`src/rtl/hls_macc_sched.sv`:
```
// hls_macc_sched: round-robin front end sharing one ap_ctrl_hs MACC core between N_REQ requesters.
// Optional RUN watchdog enabled by defining HLS_MACC_SCHED_TIMEOUT_EN.
module hls_macc_sched #(
    parameter int unsigned N_REQ   = 4,
    parameter int unsigned DW      = 32,
    parameter int unsigned TIMEOUT = 64
) (
    input  logic                    ap_clk,
    input  logic                    ap_rst_n,
    input  logic [N_REQ-1:0]        req_valid,
    output logic [N_REQ-1:0]        req_ready,
    input  logic [N_REQ*5*DW-1:0]   req_data,
    output logic                    rsp_valid,
    input  logic                    rsp_ready,
    output logic [2:0]              rsp_id,
    output logic [DW-1:0]           rsp_o1,
    output logic [DW-1:0]           rsp_o2,
    output logic [1:0]              rsp_err,
    output logic                    ap_start,
    input  logic                    ap_done,
    input  logic                    ap_ready,
    input  logic                    ap_idle,
    output logic [DW-1:0]           dp_i1,
    output logic [DW-1:0]           dp_i2,
    output logic [DW-1:0]           dp_i3,
    output logic [DW-1:0]           dp_i4,
    output logic [DW-1:0]           dp_i6,
    input  logic [DW-1:0]           o1,
    input  logic [DW-1:0]           o2,
    input  logic                    o1_ap_vld,
    input  logic                    o2_ap_vld
);

    localparam int unsigned PW = $clog2(N_REQ);
    localparam int unsigned OW = 5 * DW;

    typedef enum logic [1:0] {
        S_IDLE,
        S_RUN,
        S_RESP
    } state_t;

    state_t          state;
    state_t          state_nxt;
    logic [PW-1:0]   rr_ptr;
    logic [PW-1:0]   gnt_idx;
    logic            gnt_any;
    logic [OW-1:0]   gnt_data;
    logic            f1;
    logic            f2;
    logic            wd_hit;

    // ap_ready is coincident with ap_done for this core and carries no extra information
    logic unused_ok;

`ifdef HLS_MACC_SCHED_TIMEOUT_EN
    localparam int unsigned CW = $clog2(TIMEOUT + 1);
    logic [CW-1:0] wd_cnt;

    assign unused_ok = ap_ready;
    assign wd_hit    = (state == S_RUN) && !ap_done && (32'(wd_cnt) == TIMEOUT - 1);

    // Cycles spent in RUN for the current operation
    always_ff @(posedge ap_clk or negedge ap_rst_n) begin
        if (!ap_rst_n) begin
            wd_cnt <= '0;
        end else if (state != S_RUN) begin
            wd_cnt <= '0;
        end else begin
            wd_cnt <= wd_cnt + CW'(1);
        end
    end
`else
    assign unused_ok = ap_ready ^ (^32'(TIMEOUT));
    assign wd_hit    = 1'b0;
`endif

    // First requesting index at or above rr_ptr, wrapping
    always_comb begin
        gnt_any = 1'b0;
        gnt_idx = '0;
        for (int unsigned i = 0; i < N_REQ; i++) begin
            if (!gnt_any && req_valid[(32'(rr_ptr) + i) % N_REQ]) begin
                gnt_any = 1'b1;
                gnt_idx = PW'((32'(rr_ptr) + i) % N_REQ);
            end
        end
    end

    assign gnt_data = req_data[32'(gnt_idx) * OW +: OW];

    always_ff @(posedge ap_clk or negedge ap_rst_n) begin
        if (!ap_rst_n) begin
            state <= S_IDLE;
        end else begin
            state <= state_nxt;
        end
    end

    always_comb begin
        state_nxt = state;
        req_ready = '0;
        ap_start  = 1'b0;
        case (state)
            S_IDLE: begin
                if (gnt_any) begin
                    state_nxt = S_RUN;
                    req_ready = ap_rst_n ? (N_REQ'(1) << gnt_idx) : '0;
                end
            end
            S_RUN: begin
                ap_start = 1'b1;
                if (ap_done || wd_hit) begin
                    state_nxt = S_RESP;
                end
            end
            S_RESP: begin
                if (rsp_ready) begin
                    state_nxt = S_IDLE;
                end
            end
            default: state_nxt = S_IDLE;
        endcase
    end

    // Operand latch on accept, result capture during RUN
    always_ff @(posedge ap_clk or negedge ap_rst_n) begin
        if (!ap_rst_n) begin
            rr_ptr    <= '0;
            rsp_valid <= 1'b0;
            rsp_id    <= '0;
            rsp_o1    <= '0;
            rsp_o2    <= '0;
            rsp_err   <= '0;
            f1        <= 1'b0;
            f2        <= 1'b0;
            dp_i1     <= '0;
            dp_i2     <= '0;
            dp_i3     <= '0;
            dp_i4     <= '0;
            dp_i6     <= '0;
        end else begin
            rsp_valid <= (state_nxt == S_RESP);
            case (state)
                S_IDLE: begin
                    if (gnt_any) begin
                        {dp_i6, dp_i4, dp_i3, dp_i2, dp_i1} <= gnt_data;
                        rsp_id  <= 3'(gnt_idx);
                        rr_ptr  <= (32'(gnt_idx) == N_REQ - 1) ? '0 : gnt_idx + PW'(1);
                        rsp_o1  <= '0;
                        rsp_o2  <= '0;
                        rsp_err <= '0;
                        f1      <= 1'b0;
                        f2      <= 1'b0;
                    end
                end
                S_RUN: begin
                    if (o1_ap_vld) begin
                        rsp_o1 <= o1;
                        f1     <= 1'b1;
                    end
                    if (o2_ap_vld) begin
                        rsp_o2 <= o2;
                        f2     <= 1'b1;
                    end
                    if (ap_done) begin
                        rsp_err[0] <= !(f1 || o1_ap_vld) || !(f2 || o2_ap_vld);
                    end else if (wd_hit) begin
                        rsp_err[1] <= 1'b1;
                    end
                end
                default: begin
                end
            endcase
        end
    end

    a_idle_on_accept: assert property (@(posedge ap_clk) disable iff (!ap_rst_n)
        (state == S_IDLE && gnt_any) |-> ap_idle);

endmodule

```
`config.mk`:
```
export PLATFORM = sky130hd
export DESIGN_NAME = hls_macc_sched
export DESIGN_NICKNAME = d
export VERILOG_FILES = /design/src/rtl/hls_macc_sched.sv
export SDC_FILE = /design/constraint.sdc
export NUM_CORES = 1
export LEC_CHECK = 0
export ABC_CLOCK_PERIOD_IN_PS = 2790
export CAP_MARGIN = 15
export CORE_AREA = 2 2 369 371
export CTS_CLUSTER_SIZE = 10
export DETAILED_ROUTE_END_ITERATION = 7
export DIE_AREA = 0 0 371 373
export SYNTH_ARGS = -nofsm -noshare
export SYNTH_HDL_FRONTEND = slang
export SYNTH_SLANG_ARGS = --single-unit
```
`constraint.sdc`:
```
create_clock -name ap_clk -period 2.79 [get_ports ap_clk]
set_input_delay 0.558 -clock ap_clk [delete_from_list [all_inputs] [get_ports ap_clk]]
set_output_delay 0.558 -clock ap_clk [all_outputs]
set_load 0.03 [all_outputs]
```
After elaboration in Yosys (flattened, before gate mapping)
Cells that the tools add are included.
{"block": "op_classes", "eq_ne": 8, "reduce_logical": 18, "n_addsub": 4, "n_lt_le_gt_ge": 4, "n_shift": 2, "n_mux": 38, "bitwise_logic": 1, "mul": 1}
{"op": "$shiftx A640 B11 Y160", "n": 1}
{"op": "$pmux W32 S2", "n": 2}
{"op": "$mux W32", "n": 3}
{"op": "$mux W2", "n": 9}
{"op": "$mux W1", "n": 13}
{"op": "$lt A2 B3 Y1 const B", "n": 4}
{"op": "$mux W4", "n": 3}
{"op": "$reduce_and A3 Y1", "n": 4}
{"op": "$bmux W1 S2", "n": 4}
{"op": "$ne A2 B2 Y1 const B", "n": 4}
{"op": "$eq A2 B2 Y1 const B", "n": 3}
{"op": "$pmux W2 S3", "n": 1}
{"op": "$logic_not A1 Y1", "n": 5}
{"op": "$mul A2 B3 Y5 const B", "n": 1}
{"op": "$add A2 B1 Y2 const B", "n": 2}
{"op": "$add A2 B2 Y2 const B", "n": 2}
{"op": "$pmux W1 S2", "n": 2}
{"op": "$pmux W2 S2", "n": 1}
{"op": "$shl A1 B2 Y4 const A", "n": 1}
{"op": "$logic_and A1 B1 Y1", "n": 3}
{"op": "$logic_or A1 B1 Y1", "n": 3}
{"op": "$eq A2 B1 Y1 const B", "n": 1}
{"op": "$logic_not A2 Y1", "n": 1}
{"op": "$reduce_and A2 Y1", "n": 1}
{"op": "2 further kinds", "n": 2}
{"block": "word_totals", "out_inout_bits": 235, "ff_bits": 235, "elab_cells": 91, "input_bits": 716}

Longest topological paths before layout
{"block": "logic_depth", "word_depth": 16, "ltp_mapped": 11}

Least setup slack after synthesis
OpenSTA, ideal clock, no wires.
{"block": "synth_timing", "path_kind": "input-to-output", "startpoint": "in req_valid[0]", "endpoint": "out req_ready[3]", "t_arrival_ns": 2.309, "setup_slack_ns": -0.077, "path_stages": 10, "t_required_ns": 2.232, "path_cell_list": "buf_2 > nor2b_1 > a21oi_1 > o221ai_1 > clkbuf_1 > buf_2 > buf_2 > inv_1 > ha_1 > and3_1"}
{"block": "synth_between", "elab_chain_len": 16}
{"element": "from (decl)", "line_no": "10", "source": "input logic [N_REQ-1:0] req_valid,"}
{"element": "$bmux W1 S2", "line_no": "83", "source": "if (!gnt_any && req_valid[(32'(rr_ptr) + i) % N_REQ]) begin"}
{"element": "$mux W1 (not written as such)", "line_no": "83"}
{"element": "$mux W1", "line_no": "83"}
{"element": "$logic_not A1 Y1", "line_no": "83"}
{"element": "$logic_and A1 B1 Y1", "line_no": "83"}
{"element": "$mux W1", "line_no": "83"}
{"element": "$logic_not A1 Y1", "line_no": "83"}
{"element": "$logic_and A1 B1 Y1", "line_no": "83"}
{"element": "$mux W1", "line_no": "83"}
{"element": "$logic_not A1 Y1", "line_no": "83"}
{"element": "$logic_and A1 B1 Y1", "line_no": "83"}
{"element": "$mux W2", "line_no": "83"}
{"element": "$shl A1 B2 Y4", "line_no": "108", "source": "req_ready = ap_rst_n ? (N_REQ'(1) << gnt_idx) : '0;"}
{"element": "$mux W4", "line_no": "108"}
{"element": "$mux W4 *", "line_no": "106", "source": "if (gnt_any) begin"}
{"element": "$mux W4 *", "line_no": "104", "source": "case (state)"}
{"element": "to (decl)", "line_no": "11", "source": "output logic [N_REQ-1:0] req_ready,"}
Every way passes the cells marked *; elsewhere a longest branch is shown, timed or not. The select of a mux whose other input is x is not followed.

Worst setup path in the final report
{"block": "layout_timing", "startpoint": "in req_valid[1]", "endpoint": "out req_ready[3]"}
Same word-level chain as after synthesis.

==> impl_results.md <==
- Area of the multi-input gates: 5230 um2
- Post-route ant nets: 0
- Max Buffers Root-to-Sink: 3
- Hold Slack: 0.416 ns
- CP max-delay cell: clkdlybuf4s50_1
- GRT Overall Usage: 14.8%
- Status: finished with violations
- Top Metal Used: met5
- Drt total wl: 108000 um
- Vias per std cell: 3.77
- Clock Sink Count: 234
- Die Wd: 371 um
- Max-cap violations: 0
- Layout area overhead: 120%
- Fin. Hold Viols: 0
- Failing checks: DRC
- FF+latch area: 5860 um2
- Synth warn: 0
- Post-layout instance area: 25500 um2
- Met2 Routed Length: 48800 um
- Drt first-iter violations: 1660
- Final setup violation count: 0
- Cell family with most CP delay: buffers and inverters
- Fmax: 368 MHz
- Buffers on Ports: 946
- Final core occ: 18.9%
- Max FO, Critical Path: 7
- Post-DP Area: 24200 um2
- Global route total overflow: 0
- Met3 Routed Length: 12900 um
- Tcrit/Tclk final: 97.4%
- R2R depth: 8
- Layout Nets: 2816
- Met1 Routed Length: 44500 um
- Post-DP HPWL: 92500 um
- Lkg Pwr: 10.2 nW
- Critical path cell sequence: clkdlybuf4s50_1, buf_6, inv_1, a21oi_2, o221ai_4, inv_2, ha_1, and3_1, buf_4
- Fillers: 14743
- Number of synthesized flops with an enable pin: 0
- GPL Wtd Cong: 0.951
- Total CTS buffers: 36
- Period minus WS final: 2.72 ns
- Die area: 138000 um2
- Vias in the first global route: 14750
- Hold Crit Class: input port to async pin
- CP max stage delay: 0.51 ns
- Global-route wire length before repair: 137000 um
- Max Slew Vio Count: 0
- Clk root buf: clkbuf_16
- Post-CTS setup buffers: 0
- Share of cells above drive strength 1: 10.5%
- Post-synthesis cell type count: 34
- Clock Pin Slew Worst Setup and Hold Paths: 0.05 ns
- RSZ-0062 raised after global routing: false
- I/O pins: 951
- Syn Area/Cell: 10.7 um2
- Largest net degree at the start of global routing: 95
- Floorplan row count: 135
- Post-route DRC: 5
- Clk_skew: 0.0141 ns
- Reg2reg start: rr_ptr[0]
- Worst-Skew Late Latency: 0.58 ns
- Via count: 14798
- Synthesized instance count: 1084
- Setup Total Neg Slack: 0 ns
- #FFs+latches synth: 234
- Top_reg_cell synth: dfrtp_1
- Mapped cell area: 11600 um2
- Critical Path End Type: primary output
- Worst setup SP type: input port
- CTS H-tree lvls: 2
- Sequential area share after synthesis: 50.6%
- Reg-to-Reg End: dp_i2[11]
- CTS tree: done
- Fraction of registers with async set/reset: 100%
- Worst path bufs/invs: 5
- CP required: 2.23 ns
- Worst slew pin tran: 0.648 ns
- Core Box Area: 135000 um2
- Drt first pass iters: 8
- Worst VDD drop: 0.000709 V
- WL per Instance: 27.7 um
- Worst R2R Setup Slack: 0.49 ns
- Pwr/cell area: 1070 nW/um2
- Max-slew headroom: 56.8%
- Starting density of the core: 8.60%
- Worst Path Class, Setup: input port to primary output
- Power Total: 0.0273 W
- Die height: 373 um
- Initial antenna violation count: 77
- WP data arrival: 2.16 ns
-- cells in the mapped netlist, types with 2 or more instances --
library cell,instances,area [um2]
a21oi_1,2,10.0
a222oi_1,160,1600
and2_1,2,12.5
buf_1,5,18.8
buf_2,22,110
buf_4,2,15.0
buf_6,12,135
clkbuf_1,74,278
dfrtp_1,234,5860
inv_1,5,18.8
mux2i_1,160,1600
nand2_1,135,507
nand3_1,75,375
nor2_1,5,18.8
nor2b_1,4,25.0
o21ai_0,70,350
o21ai_1,100,500
-- metrics by stage --
| stage | setup WS, ns | cells |
|---|---|---|
| after floorplan | 0.00561 | 1085 |
| after detailed placement | -0.336 | 3841 |
| after global placement | -0.315 | 3841 |
| after CTS | 0.000977 | 3904 |
| final | 0.0712 | 3922 |
| after global routing | 0.00614 | 3906 |
-- where the power goes --
part	switching, W	internal, W
Clock	0.00190	0.00304
Sequential	0.00112	0.00507
Combinational	0.00923	0.00698
-- state kept, by name, summed over array words and instances (netlist names), 2 cells and up --
name / count
dp_i1: 32
dp_i2: 32
dp_i3: 32
dp_i4: 32
dp_i6: 32
rr_ptr: 2
rsp_id: 2
rsp_o1: 32
rsp_o2: 32
state: 2
-- metal layers --
| layer | vias to the layer above | GRT usage [%] |
|---|---|---|
| met3 | 181 | 6.98 |
| li1 | 6327 | - |
| met5 | - | 0 |
| met4 | 50 | 2.21 |
| met2 | 914 | 23.6 |
| met1 | 7326 | 18.5 |
-- cells in the final DEF, fill, tap and decap left out, types with 3 or more instances in the layout --
| master | Yosys | layout |
|---|---|---|
| clkdlybuf4s50_1 | 0 | 939 |
| dfrtp_1 | 234 | 233 |
| mux2i_1 | 160 | 160 |
| a222oi_1 | 160 | 160 |
| nand2_1 | 135 | 134 |
| buf_4 | 2 | 123 |
| o21ai_1 | 100 | 102 |
| nand3_1 | 75 | 75 |
| o21ai_0 | 70 | 67 |
| clkbuf_16 | 0 | 36 |
| buf_12 | 0 | 26 |
| diode_2 | 0 | 18 |
| clkbuf_8 | 0 | 8 |
| clkbuf_1 | 74 | 7 |
| bufinv_16 | 0 | 5 |
| inv_1 | 5 | 4 |
| nor2_1 | 5 | 3 |
| clkinvlp_4 | 0 | 3 |
-- logic make-up (layout without fill, tap and decap cells) --
group                      after synthesis  count (layout)  share of synthesized area, %
AOI/OAI and AO/OA                      341             341                          22.1
other                                    1              20                        0.0324
and+or+nand+nor                        227             227                          8.46
muxes                                  160             160                          13.8
DFF                                    234             234                          50.6
buffers and inverters                  120            1158                          4.97
adders and majority gates                1               1                         0.108
-- worst max-delay path by stage --
stage / startpoint / to / slack, ns / depth (start not counted)
3_3_place_gp: req_valid[2] / dp_i2[11] / -0.31 / 9
5_1_grt: req_valid[1] / req_ready[3] / 0.006 / 9
6_report: req_valid[1] / req_ready[3] / 0.07 / 9
2_1_floorplan: req_valid[0] / req_ready[3] / 0.006 / 10
4_1_cts: req_valid[2] / req_ready[3] / 0.001 / 8
3_5_place_dp: req_valid[2] / dp_i2[11] / -0.34 / 9
-- layout make-up --
type | instances | share of cell area [%]
timing repair buffer | 1091 | 42.7
clock inverter | 11 | 0.795
sequential | 234 | 23.0
inverter | 5 | 0.0736
tap | 1781 | 8.74
antenna | 18 | 0.177
multi-input combinational | 731 | 20.5
clock buffer | 51 | 4.07
-- what timing repair did --
item	in CTS	in global routing
hold buffers	1	0
hold endpoints to repair	3	0
pin swaps	0	4
gates resized for setup	5	10
endpoints found under the setup margin	3	4
Power figures use the tool's default switching activity.
